$ cat config.mk
export PLATFORM = sky130hd
export DESIGN_NAME = if_stage_flat
export DESIGN_NICKNAME = d
export VERILOG_FILES = /design/src/rtl/if_stage_pkg.sv /design/src/rtl/if_stage_if.sv /design/src/rtl/if_stage_fifo.sv /design/src/rtl/if_stage.sv /design/src/flat_wrapper.sv
export SDC_FILE = /design/constraint.sdc
export NUM_CORES = 1
export LEC_CHECK = 0
export CORE_MARGIN = 4
export CORE_UTILIZATION = 47
export DETAILED_ROUTE_END_ITERATION = 6
export GPL_TIMING_DRIVEN = 0
export MAX_ROUTING_LAYER = met4
export PLACE_DENSITY = 0.79
export REMOVE_ABC_BUFFERS = 1
export SLEW_MARGIN = 20
export SYNTH_ARGS = -nofsm -noshare
export SYNTH_HDL_FRONTEND = slang
export SYNTH_SLANG_ARGS = --single-unit
$ cat constraint.sdc
create_clock -name clk -period 6.62 [get_ports clk]
set_input_delay 0.993 -clock clk [delete_from_list [all_inputs] [get_ports clk]]
set_output_delay 0.993 -clock clk [all_outputs]
set_load 0.02 [all_outputs]
$ cat src/rtl/if_stage_pkg.sv
// Shared types and constants for the instruction-fetch stage.
package if_stage_pkg;

  localparam logic [5:0]  OPC_HALT = 6'b010001;
  localparam logic [31:0] NOP_INST = 32'h0;

  typedef struct packed {
    logic [31:0] inst;
    logic [31:0] pc4;
  } if_entry_t;

  typedef enum logic [1:0] {
    S_IDLE,
    S_WAIT,
    S_DROP,
    S_HALT
  } fetch_state_e;

  function automatic logic is_halt(input logic [31:0] inst);
    return inst[31:26] == OPC_HALT;
  endfunction

endpackage

$ cat src/rtl/if_stage_if.sv
// Instruction-memory request/response bundle between the fetch stage and imem.
interface if_stage_if;
  logic        imem_req;
  logic [31:0] imem_addr;
  logic        imem_rvalid;
  logic [31:0] imem_rdata;

  modport master (output imem_req, imem_addr, input imem_rvalid, imem_rdata);
  modport slave  (input imem_req, imem_addr, output imem_rvalid, imem_rdata);
endinterface

$ cat src/rtl/if_stage_fifo.sv
// Prefetch buffer: synchronous FIFO of {inst, pc4}; flush beats push and pop.
module if_fifo
  import if_stage_pkg::*;
#(
  parameter int unsigned DEPTH = 2
) (
  input  logic                   clk,
  input  logic                   reset,
  input  logic                   push,
  input  if_entry_t              push_data,
  input  logic                   pop,
  input  logic                   flush,
  output if_entry_t              head,
  output logic                   full,
  output logic                   empty,
  output logic [$clog2(DEPTH):0] count
);
  localparam int unsigned AW = $clog2(DEPTH);
  localparam int unsigned CW = AW + 1;

  if_entry_t       mem [DEPTH];
  logic [AW-1:0]   rd_ptr;
  logic [AW-1:0]   wr_ptr;
  logic            do_push;
  logic            do_pop;

  assign full    = (count == CW'(DEPTH));
  assign empty   = (count == '0);
  assign head    = mem[rd_ptr];
  assign do_push = push && !full;
  assign do_pop  = pop && !empty;

  always_ff @(posedge clk) begin
    if (!reset || flush) begin
      rd_ptr <= '0;
      wr_ptr <= '0;
      count  <= '0;
    end else begin
      if (do_push) wr_ptr <= wr_ptr + 1'b1;
      if (do_pop)  rd_ptr <= rd_ptr + 1'b1;
      case ({do_push, do_pop})
        2'b10:   count <= count + 1'b1;
        2'b01:   count <= count - 1'b1;
        default: ;
      endcase
    end
  end

  always_ff @(posedge clk) begin
    if (reset && !flush && do_push) mem[wr_ptr] <= push_data;
  end

endmodule

$ cat src/rtl/if_stage.sv
// Instruction-fetch stage: PC, single-outstanding imem fetch FSM, prefetch FIFO, ID register.
// Optional IF_PERF_CNT_EN adds saturating fetch/bubble performance counters.
module if_stage
  import if_stage_pkg::*;
#(
  parameter logic [31:0] PC_RESET   = 32'h0000_0000,
  parameter int unsigned FIFO_DEPTH = 2
) (
  input  logic              clk,
  input  logic              reset,
  if_stage_if.master        imem,
  input  logic              stall_f_id,
  input  logic              redirect_f_ex,
  input  logic [31:0]       redirect_pc_f_ex,
  output logic [31:0]       inst_2_id,
  output logic [31:0]       pc4_in_2_id,
  output logic              valid_2_id,
  output logic              halted
`ifdef IF_PERF_CNT_EN
  ,
  output logic [31:0]       perf_fetch_cnt,
  output logic [31:0]       perf_bubble_cnt
`endif
);
  localparam int unsigned CW = $clog2(FIFO_DEPTH) + 1;

  fetch_state_e  state;
  logic [31:0]   pc;
  if_entry_t     rsp_entry;
  if_entry_t     fifo_head;
  logic          fifo_full;
  logic          fifo_empty;
  logic [CW-1:0] fifo_count;
  logic          issue;
  logic          rsp_accept;
  logic          out_load;
  logic          bypass;
  logic          fifo_push;
  logic          fifo_pop;

  // pc already advanced past the outstanding fetch, so it is that word's pc+4.
  assign rsp_entry  = '{inst: imem.imem_rdata, pc4: pc};
  assign rsp_accept = (state == S_WAIT) && imem.imem_rvalid && !redirect_f_ex;
  assign out_load   = !redirect_f_ex && !stall_f_id;
  assign bypass     = out_load && fifo_empty && rsp_accept;
  assign fifo_push  = rsp_accept && !bypass && !fifo_full;
  assign fifo_pop   = out_load && !fifo_empty;
  assign issue      = reset && (state == S_IDLE) && !redirect_f_ex &&
                      (fifo_count < CW'(FIFO_DEPTH));

  assign imem.imem_req  = issue;
  assign imem.imem_addr = pc;

  if_fifo #(.DEPTH(FIFO_DEPTH)) u_fifo (
    .clk       (clk),
    .reset     (reset),
    .push      (fifo_push),
    .push_data (rsp_entry),
    .pop       (fifo_pop),
    .flush     (redirect_f_ex),
    .head      (fifo_head),
    .full      (fifo_full),
    .empty     (fifo_empty),
    .count     (fifo_count)
  );

  always_ff @(posedge clk) begin
    if (!reset) begin
      state <= S_IDLE;
      pc    <= PC_RESET;
    end else if (redirect_f_ex) begin
      pc <= redirect_pc_f_ex & 32'hFFFF_FFFC;
      // A still-outstanding response must be swallowed before fetching again.
      if ((state == S_WAIT || state == S_DROP) && !imem.imem_rvalid) state <= S_DROP;
      else                                                          state <= S_IDLE;
    end else begin
      case (state)
        S_IDLE: if (issue) begin
          pc    <= pc + 32'd4;
          state <= S_WAIT;
        end
        S_WAIT: if (imem.imem_rvalid) state <= is_halt(imem.imem_rdata) ? S_HALT : S_IDLE;
        S_DROP: if (imem.imem_rvalid) state <= S_IDLE;
        default: ;
      endcase
    end
  end

  always_ff @(posedge clk) begin
    if (!reset) begin
      inst_2_id   <= NOP_INST;
      pc4_in_2_id <= '0;
      valid_2_id  <= 1'b0;
      halted      <= 1'b0;
    end else if (redirect_f_ex) begin
      inst_2_id   <= NOP_INST;
      pc4_in_2_id <= '0;
      valid_2_id  <= 1'b0;
      halted      <= 1'b0;
    end else begin
      if (!stall_f_id) begin
        if (!fifo_empty) begin
          inst_2_id   <= fifo_head.inst;
          pc4_in_2_id <= fifo_head.pc4;
          valid_2_id  <= 1'b1;
        end else if (rsp_accept) begin
          inst_2_id   <= rsp_entry.inst;
          pc4_in_2_id <= rsp_entry.pc4;
          valid_2_id  <= 1'b1;
        end else begin
          inst_2_id   <= NOP_INST;
          pc4_in_2_id <= '0;
          valid_2_id  <= 1'b0;
        end
      end
      if (valid_2_id && is_halt(inst_2_id)) halted <= 1'b1;
    end
  end

`ifdef IF_PERF_CNT_EN
  logic bubble_now;
  assign bubble_now = !stall_f_id && (redirect_f_ex || (fifo_empty && !rsp_accept));

  always_ff @(posedge clk) begin
    if (!reset) begin
      perf_fetch_cnt  <= '0;
      perf_bubble_cnt <= '0;
    end else begin
      if (rsp_accept && perf_fetch_cnt != '1)  perf_fetch_cnt  <= perf_fetch_cnt + 32'd1;
      if (bubble_now && perf_bubble_cnt != '1) perf_bubble_cnt <= perf_bubble_cnt + 32'd1;
    end
  end
`endif

endmodule

$ cat src/flat_wrapper.sv
// flat-port wrapper written by rule: the top's interface ports become plain ports
module if_stage_flat import if_stage_pkg::*;
#(
  parameter logic [31:0] PC_RESET   = 32'h0000_0000,
  parameter int unsigned FIFO_DEPTH = 2
)
  (clk, reset, stall_f_id, redirect_f_ex, redirect_pc_f_ex, inst_2_id, pc4_in_2_id, valid_2_id, halted, imem_imem_req, imem_imem_addr, imem_imem_rvalid, imem_imem_rdata);
  if_stage_if imem_i ();
  input  logic clk;
  input  logic reset;
  input  logic stall_f_id;
  input  logic redirect_f_ex;
  input  logic [31:0] redirect_pc_f_ex;
  output logic [31:0] inst_2_id;
  output logic [31:0] pc4_in_2_id;
  output logic valid_2_id;
  output logic halted;
  output wire logic [$bits(imem_i.imem_req)-1:0] imem_imem_req;
  output wire logic [$bits(imem_i.imem_addr)-1:0] imem_imem_addr;
  input wire logic [$bits(imem_i.imem_rvalid)-1:0] imem_imem_rvalid;
  input wire logic [$bits(imem_i.imem_rdata)-1:0] imem_imem_rdata;
  assign imem_imem_req = imem_i.imem_req;
  assign imem_imem_addr = imem_i.imem_addr;
  assign imem_i.imem_rvalid = imem_imem_rvalid;
  assign imem_i.imem_rdata = imem_imem_rdata;
  if_stage #(.PC_RESET(PC_RESET), .FIFO_DEPTH(FIFO_DEPTH)) u_core (.clk(clk), .reset(reset), .imem(imem_i), .stall_f_id(stall_f_id), .redirect_f_ex(redirect_f_ex), .redirect_pc_f_ex(redirect_pc_f_ex), .inst_2_id(inst_2_id), .pc4_in_2_id(pc4_in_2_id), .valid_2_id(valid_2_id), .halted(halted));
endmodule
==> run_results.csv, run 1 <==
group,metric,value,unit
critical_path,cp_slowest_cell,"clkdlybuf4s50_1",
timing,rsz0062_at_grt,"false",
logic_synthesis,synth_area_leaders,"edfxtp_1, dfxtp_1, mux2_2",
floorplanning,initial_core_util,47.9,%
floorplanning,die_h,149,um
routing,vias,6897,
critical_path,cp_top_family,"buffers and inverters",
floorplanning,dieArea,22200,um2
logic_synthesis,yosysTopAreaCellShare,39.8,%
finish,multi_input_area,3350,um2
clock_network,cts_tree,"yes",
logic_synthesis,synth_seq_cells,225,
critical_path,end_kind,"output pin",
logic_synthesis,syn-instance-count,766,
critical_path,cp.required,5630,ps
global_routing,grt_use_met1,30.0,%
routing,drt_iter0_drc,417,
routing,routed_wl,24300,um
floorplanning,rows,51,
global_routing,busiest_layer,"met2",
power_and_ir_drop,leakagePower,4.05,nW
global_routing,grtUsageTotal,22.0,%
clock_network,post-cts-setup-buffers,0,
timing,tns,0,ps
critical_path,r2r_slack,3840,ps
timing,maxSlewHeadroom,30.4,%
critical_path,start_kind,"input port",
global_routing,grt_pass1_vias,6987,
job,drv_cap,0,
timing,hold_viol_final,0,
outcome,outcome,"complete, no violations",
clock_network,clock-sinks,225,
floorplanning,core_area,19500,um2
clock_network,cts_buffers,24,
logic_synthesis,yosysUniqueCellTypes,60,
finish,nets,992,
power_and_ir_drop,cellPowerDensity,251,nW/um2
clock_network,cts_hold_buf,0,
power_and_ir_drop,clkPwrFrac,41.3,%
power_and_ir_drop,p_comb_share,8.2,%
power_and_ir_drop,ir_worst_vdd,0.000184,V
global_routing,grt_pass1_wl,38300,um
routing,ant_nets,0,
critical_path,worst-setup-path-type,"input port to output pin",
placement,dp_hpwl,15900,um
critical_path,max_stage_delay,1160,ps
logic_synthesis,yosysWarnings,0,
hold_path,hold_class,"register to register",
finish,drive_gt1_share,14.8,%
clock_network,cts.repair.resized,0,
finish,fillers,1581,
finish,area_delta_synth_final,29.6,%
finish,final_cell_mix,"clkdlybuf4s50_1, edfxtp_1, dfxtp_1",
global_routing,grt_use_met3,3.16,%
hold_path,hold_depth,2,
logic_synthesis,syn-cell-area,9360,um2
logic_synthesis,synth.avg_cell_area,12.2,um2
routing,post_drt_wl_per_cell,20.3,um
floorplanning,die_width,149,um
logic_synthesis,synth_edf_count,124,
timing,fin_crit_sh,71.5,%
global_routing,grt_overflow_total,0,
power_and_ir_drop,seqPwrFrac,50.5,%
finish,final_common_cell,"clkdlybuf4s50_1",
timing,finalCriticalPeriod,4730,ps
timing,clock.fmax,211,MHz
critical_path,crit_top_cell,"clkdlybuf4s50_1",
logic_synthesis,yosysSeqAreaShare,61.4,%
critical_path,worstPathMaxFanout,23,
clock_network,path_clk_slew,60,ps
timing,whs,485,ps
logic_synthesis,async_flop_share,0,%
power_and_ir_drop,power.switching,681,uW
finish,diodes,0,
routing,vias_per_cell,5.75,
floorplanning,io_pins,168,
power_and_ir_drop,power.internal,2.36,mW
clock_network,cts_root_buf,"clkbuf_16",
placement,gp_congestion,0.768,
timing,finClkSkew,10.0,ps
critical_path,ff2ff_path_depth,6,
clock_network,cts_buffer_depth,3,
critical_path,arrival,3740,ps
clock_network,htreeDepth,1,
timing,setup_viol,0,
clock_network,clock_latency,500,ps
finish,seqCellArea,5750,um2
power_and_ir_drop,netSwitchingFraction,22.4,%
global_routing,grt_max_degree,57,
timing,worst_pin_slew,1040,ps
critical_path,crit_buf_inv,3,
logic_synthesis,synth_largest_area_cell,"edfxtp_1",
placement,port_buffers,161,
logic_synthesis,synthFlopType,"edfxtp_1",
global_routing,use_met2,35.2,%
timing,maxSlewViolCount,0,
global_routing,antenna_found_initial,0,
routing,remaining_drc_errors,0,
critical_path,crit_cells,4,
routing,firstDrtPassIters,5,
critical_path,cp_cell_sequence,"clkdlybuf4s50_1 > nand4bb_1 > inv_1 > clkdlybuf4s50_1",
-- routing by layer --
layer / part of all wire (%) / wire [um] / up-vias
met5: 0 / 0 / -
met3: 5.7 / 1400 / 34
li1: - / - / 3246
met2: 49 / 11900 / 239
met1: 44 / 10700 / 3378
met4: 1.6 / 383 / 0
-- sequential cells by signal, indices dropped and copies added (netlist names), named ones only --
signal and cells:
u_core.u_fifo.mem 124, u_core.halted 1, u_core.u_fifo.count 2, u_core.imem.imem_addr 30, u_core.pc4_in_2_id 30, u_core.u_fifo.rd_ptr 1, u_core.valid_2_id 1, u_core.state 2
u_core.inst_2_id 32, u_core.u_fifo.wr_ptr 1
-- stage by stage --
stage	power [mW]	instances	area, um2	util, %	worst slack [ps]
finish	3.04	1200	12100	62.2	1890
global route	3.15	1200	12100	62.2	1750
floorplan	1.67	708	9110	-	442
detailed placement	1.82	1157	11400	58.3	1970
global placement	1.81	1134	11100	56.6	-5850
CTS	3.07	1200	12100	62.2	1930
-- final timing paths --
path	from	to
max reg2reg	u_core.state[1]$_SDFFE_PN0P_	u_core.imem.imem_addr[29]$_SDFFE_PN0P_
min	u_core.pc4_in_2_id[31]$_SDFFE_PP0N_	u_core.pc4_in_2_id[31]$_SDFFE_PP0N_
min reg2reg	u_core.pc4_in_2_id[31]$_SDFFE_PP0N_	u_core.pc4_in_2_id[31]$_SDFFE_PP0N_
max	reset	imem_imem_req
-- cell type report --
class	count	share of cell area [%]
Clock buffer	37	5.94
Clock inverter	6	0.196
Inverter	11	0.340
Multi-Input combinational cell	472	27.6
Sequential cell	225	47.4
Tap cell	265	2.73
Timing Repair Buffer	184	15.8
-- power groups by stage --
stage	registers, mW	logic (mW)	clock network, mW
2_1_floorplan	1.58	0.0814	0
3_3_place_gp	1.56	0.247	0
3_5_place_dp	1.56	0.251	0
4_1_cts	1.54	0.252	1.28
5_1_grt	1.54	0.269	1.34
6_report	1.54	0.251	1.26
-- worst register-to-register path, delay by kind of cell (launching register included) --
kind	cells	cell delay [ps]
AND/OR/NAND/NOR	3	1820
flip-flops	1	320
adder cells (fa/ha/maj)	1	280
AO/OA/AOI/OAI	1	140
buffers and inverters	1	100
-- cells by family after synthesis --
group                      count (synthesis)  share of synthesized area, %
AOI/OAI and AO/OA                        128                          10.6
xor gates and xnor gates                  11                          1.03
adders and majority gates                  5                         0.668
buffers and inverters                     72                          3.22
DFF                                      225                          61.4
muxes                                     68                          8.14
other                                      1                        0.0401
and+or+nand+nor                          256                          15.0
-- Yosys cell counts, types with 3 or more instances --
cell      instances
or3_1             6
clkbuf_1         53
a311oi_1          5
ha_1              5
mux2_2           65
nor2_1           47
mux2i_1           3
inv_1            10
xor2_1            4
o311a_1           3
o21ai_0          16
buf_4             4
nand3_1           7
and4_1            5
or4_1             4
nor3_1           74
nand4_1          16
edfxtp_1        124
a31oi_1          10
nand2b_1          5
and3_1            5
a221oi_1         62
dfxtp_1         101
and2_1            4
a21oi_1          10
a211oi_1          4
xnor2_1           7
nand2_1          24
nor2b_1          39
o31ai_1           4
(Power assumes the default switching activity.)
==> inputs of run 2 (changes only) <==
Clock period 6.62 ns to 3.9 ns, I/O delays scaled along.
==> run_results.csv, run 2 (same netlist as run 1, synthesis figures left out) <==
group,metric,value,unit
global_routing,grt_pass1_wl,38300,um
critical_path,r2r-start,"u_core.state[1]$_SDFFE_PN0P_",
floorplanning,dieArea,22200,um2
clock_network,cts_buffer_depth,3,
placement,placed_cell_area,11400,um2
placement,dp_cells,1157,
critical_path,max_stage_delay,770,ps
job,drv_cap,0,
routing,firstDrtPassIters,5,
critical_path,cp_slowest_cell,"dlymetal6s2s_1",
critical_path,r2r_slack,1120,ps
routing,post_drt_wl_per_cell,20.3,um
placement,dp_hpwl,15900,um
finish,regMostFlops,"u_core.u_fifo.mem",
clock_network,cts_hold_buf,0,
global_routing,grt_overflow_total,0,
global_routing,grt_pass1_vias,6987,
critical_path,end_kind,"output pin",
critical_path,cp_cell_sequence,"dlymetal6s2s_1 > nand4bb_1 > inv_1 > clkdlybuf4s50_1",
finish,seqCellArea,5750,um2
finish,fin_area,12100,um2
hold_path,hold_depth,2,
finish,multi_input_area,3350,um2
finish,fillers,1580,
timing,whs,485,ps
timing,maxSlewViolCount,0,
finish,diodes,0,
finish,final_cell_mix,"clkdlybuf4s50_1, edfxtp_1, dfxtp_1",
timing,clock.fmax,285,MHz
global_routing,grt_max_degree,57,
clock_network,cts_buffers,24,
power_and_ir_drop,p_total,5.17,mW
clock_network,htreeDepth,1,
routing,remaining_drc_errors,0,
timing,setup_viol,0,
timing,maxSlewHeadroom,30.6,%
global_routing,grtUsageTotal,22.0,%
clock_network,path_clk_slew,60,ps
clock_network,cts.repair.resized,0,
floorplanning,initial_core_util,47.9,%
floorplanning,die_h,149,um
hold_path,hold_class,"register to register",
critical_path,cp_top_family,"buffers and inverters",
timing,hold_viol_final,0,
power_and_ir_drop,cellPowerDensity,426,nW/um2
critical_path,ff2ff_path_depth,6,
power_and_ir_drop,leakagePower,4.06,nW
timing,worst_pin_slew,1030,ps
timing,fin_crit_sh,90.0,%
finish,top_regs,"u_core.u_fifo.mem x124, u_core.inst_2_id x32",
outcome,outcome,"complete, no violations",
critical_path,start_kind,"input port",
finish,area_delta_synth_final,29.7,%
floorplanning,rows,51,
routing,routed_wl,24300,um
clock_network,post-cts-setup-buffers,0,
critical_path,worstPathMaxFanout,23,
placement,port_buffers,161,
routing,drt_iter0_drc,412,
hold_path,min-delay-start,"u_core.pc4_in_2_id[31]$_SDFFE_PP0N_",
clock_network,cts_root_buf,"clkbuf_16",
finish,fin_cells,1200,
clock_network,clock_latency,500,ps
floorplanning,io_pins,168,
routing,ant_nets,0,
floorplanning,die_width,149,um
hold_path,hold_path_end,"u_core.pc4_in_2_id[31]$_SDFFE_PP0N_",
critical_path,reg2reg_to,"u_core.imem.imem_addr[29]$_SDFFE_PN0P_",
finish,final_common_cell,"clkdlybuf4s50_1",
timing,finClkSkew,10.7,ps
critical_path,worst-setup-path-type,"input port to output pin",
global_routing,antenna_found_initial,0,
finish,drive_gt1_share,14.8,%
finish,nets,992,
floorplanning,core_area,19500,um2
placement,gp_congestion,0.768,
clock_network,clock-sinks,225,
clock_network,cts_tree,"yes",
routing,vias,6890,
finish,largest_reg_flops,124,
timing,rsz0062_at_grt,"false",
critical_path,arrival,2920,ps
timing,finalCriticalPeriod,3510,ps
power_and_ir_drop,ir_worst_vdd,0.000313,V
critical_path,crit_buf_inv,3,
routing,vias_per_cell,5.74,
finish,final_util,62.2,%
critical_path,cp.required,3310,ps
run 2: changes by cell type in the layout (fill, tap and decap cells not counted):
cell and change:
clkdlybuf4s50_1 -1, dlymetal6s2s_1 +1
run 2: how the worst max path moves through the flow:
| stage | start | to | cells after the start |
|---|---|---|---|
| floorplan | redirect_f_ex | u_core.u_fifo.mem[0][10]$_DFFE_PP_ | 3 |
| global placement | stall_f_id | u_core.u_fifo.mem[0][51]$_DFFE_PP_ | 4 |
| detailed placement | reset | u_core.imem.imem_addr[29]$_SDFFE_PN0P_ | 5 |
| CTS | reset | imem_imem_req | 4 |
| global route | reset | imem_imem_req | 4 |
| finish | reset | imem_imem_req | 4 |
run 2: per-layer routing:
metal	global-route usage, %	up-vias	wire length, um
met5	-	-	0
met4	5.22	0	373
met3	3.16	31	1400
met2	35.2	241	11900
met1	30.0	3372	10700
li1	-	3246	-
run 2: worst reg2reg max path, stage by stage (launching register included):
cell and delay (ps):
dfxtp_1 320, inv_1 100, ha_1 280, nand4bb_1 430, nor4_2 920, a21oi_1 140, or3b_2 460
run 2: area by class of cell:
class                      count  share of cell area, %
timing repair buffer         184                   15.8
sequential                   225                   47.4
inverter                      11                  0.340
tap                          265                   2.73
multi-input combinational    472                   27.6
clock inverter                 6                  0.196
clock buffer                  37                   5.94
run 2: through the flow:
stage	worst slack (ps)	TNS, ps
2_1_floorplan	-1870	-231930
3_3_place_gp	-8170	-1222960
3_5_place_dp	-10.2	-10.2
4_1_cts	27.7	0
5_1_grt	229	0
6_report	392	0
run 2: power by group:
group	internal, mW	switching [mW]
registers	2.54	0.0632
clock network	1.26	0.873
logic	0.205	0.220
total	4.01	1.16
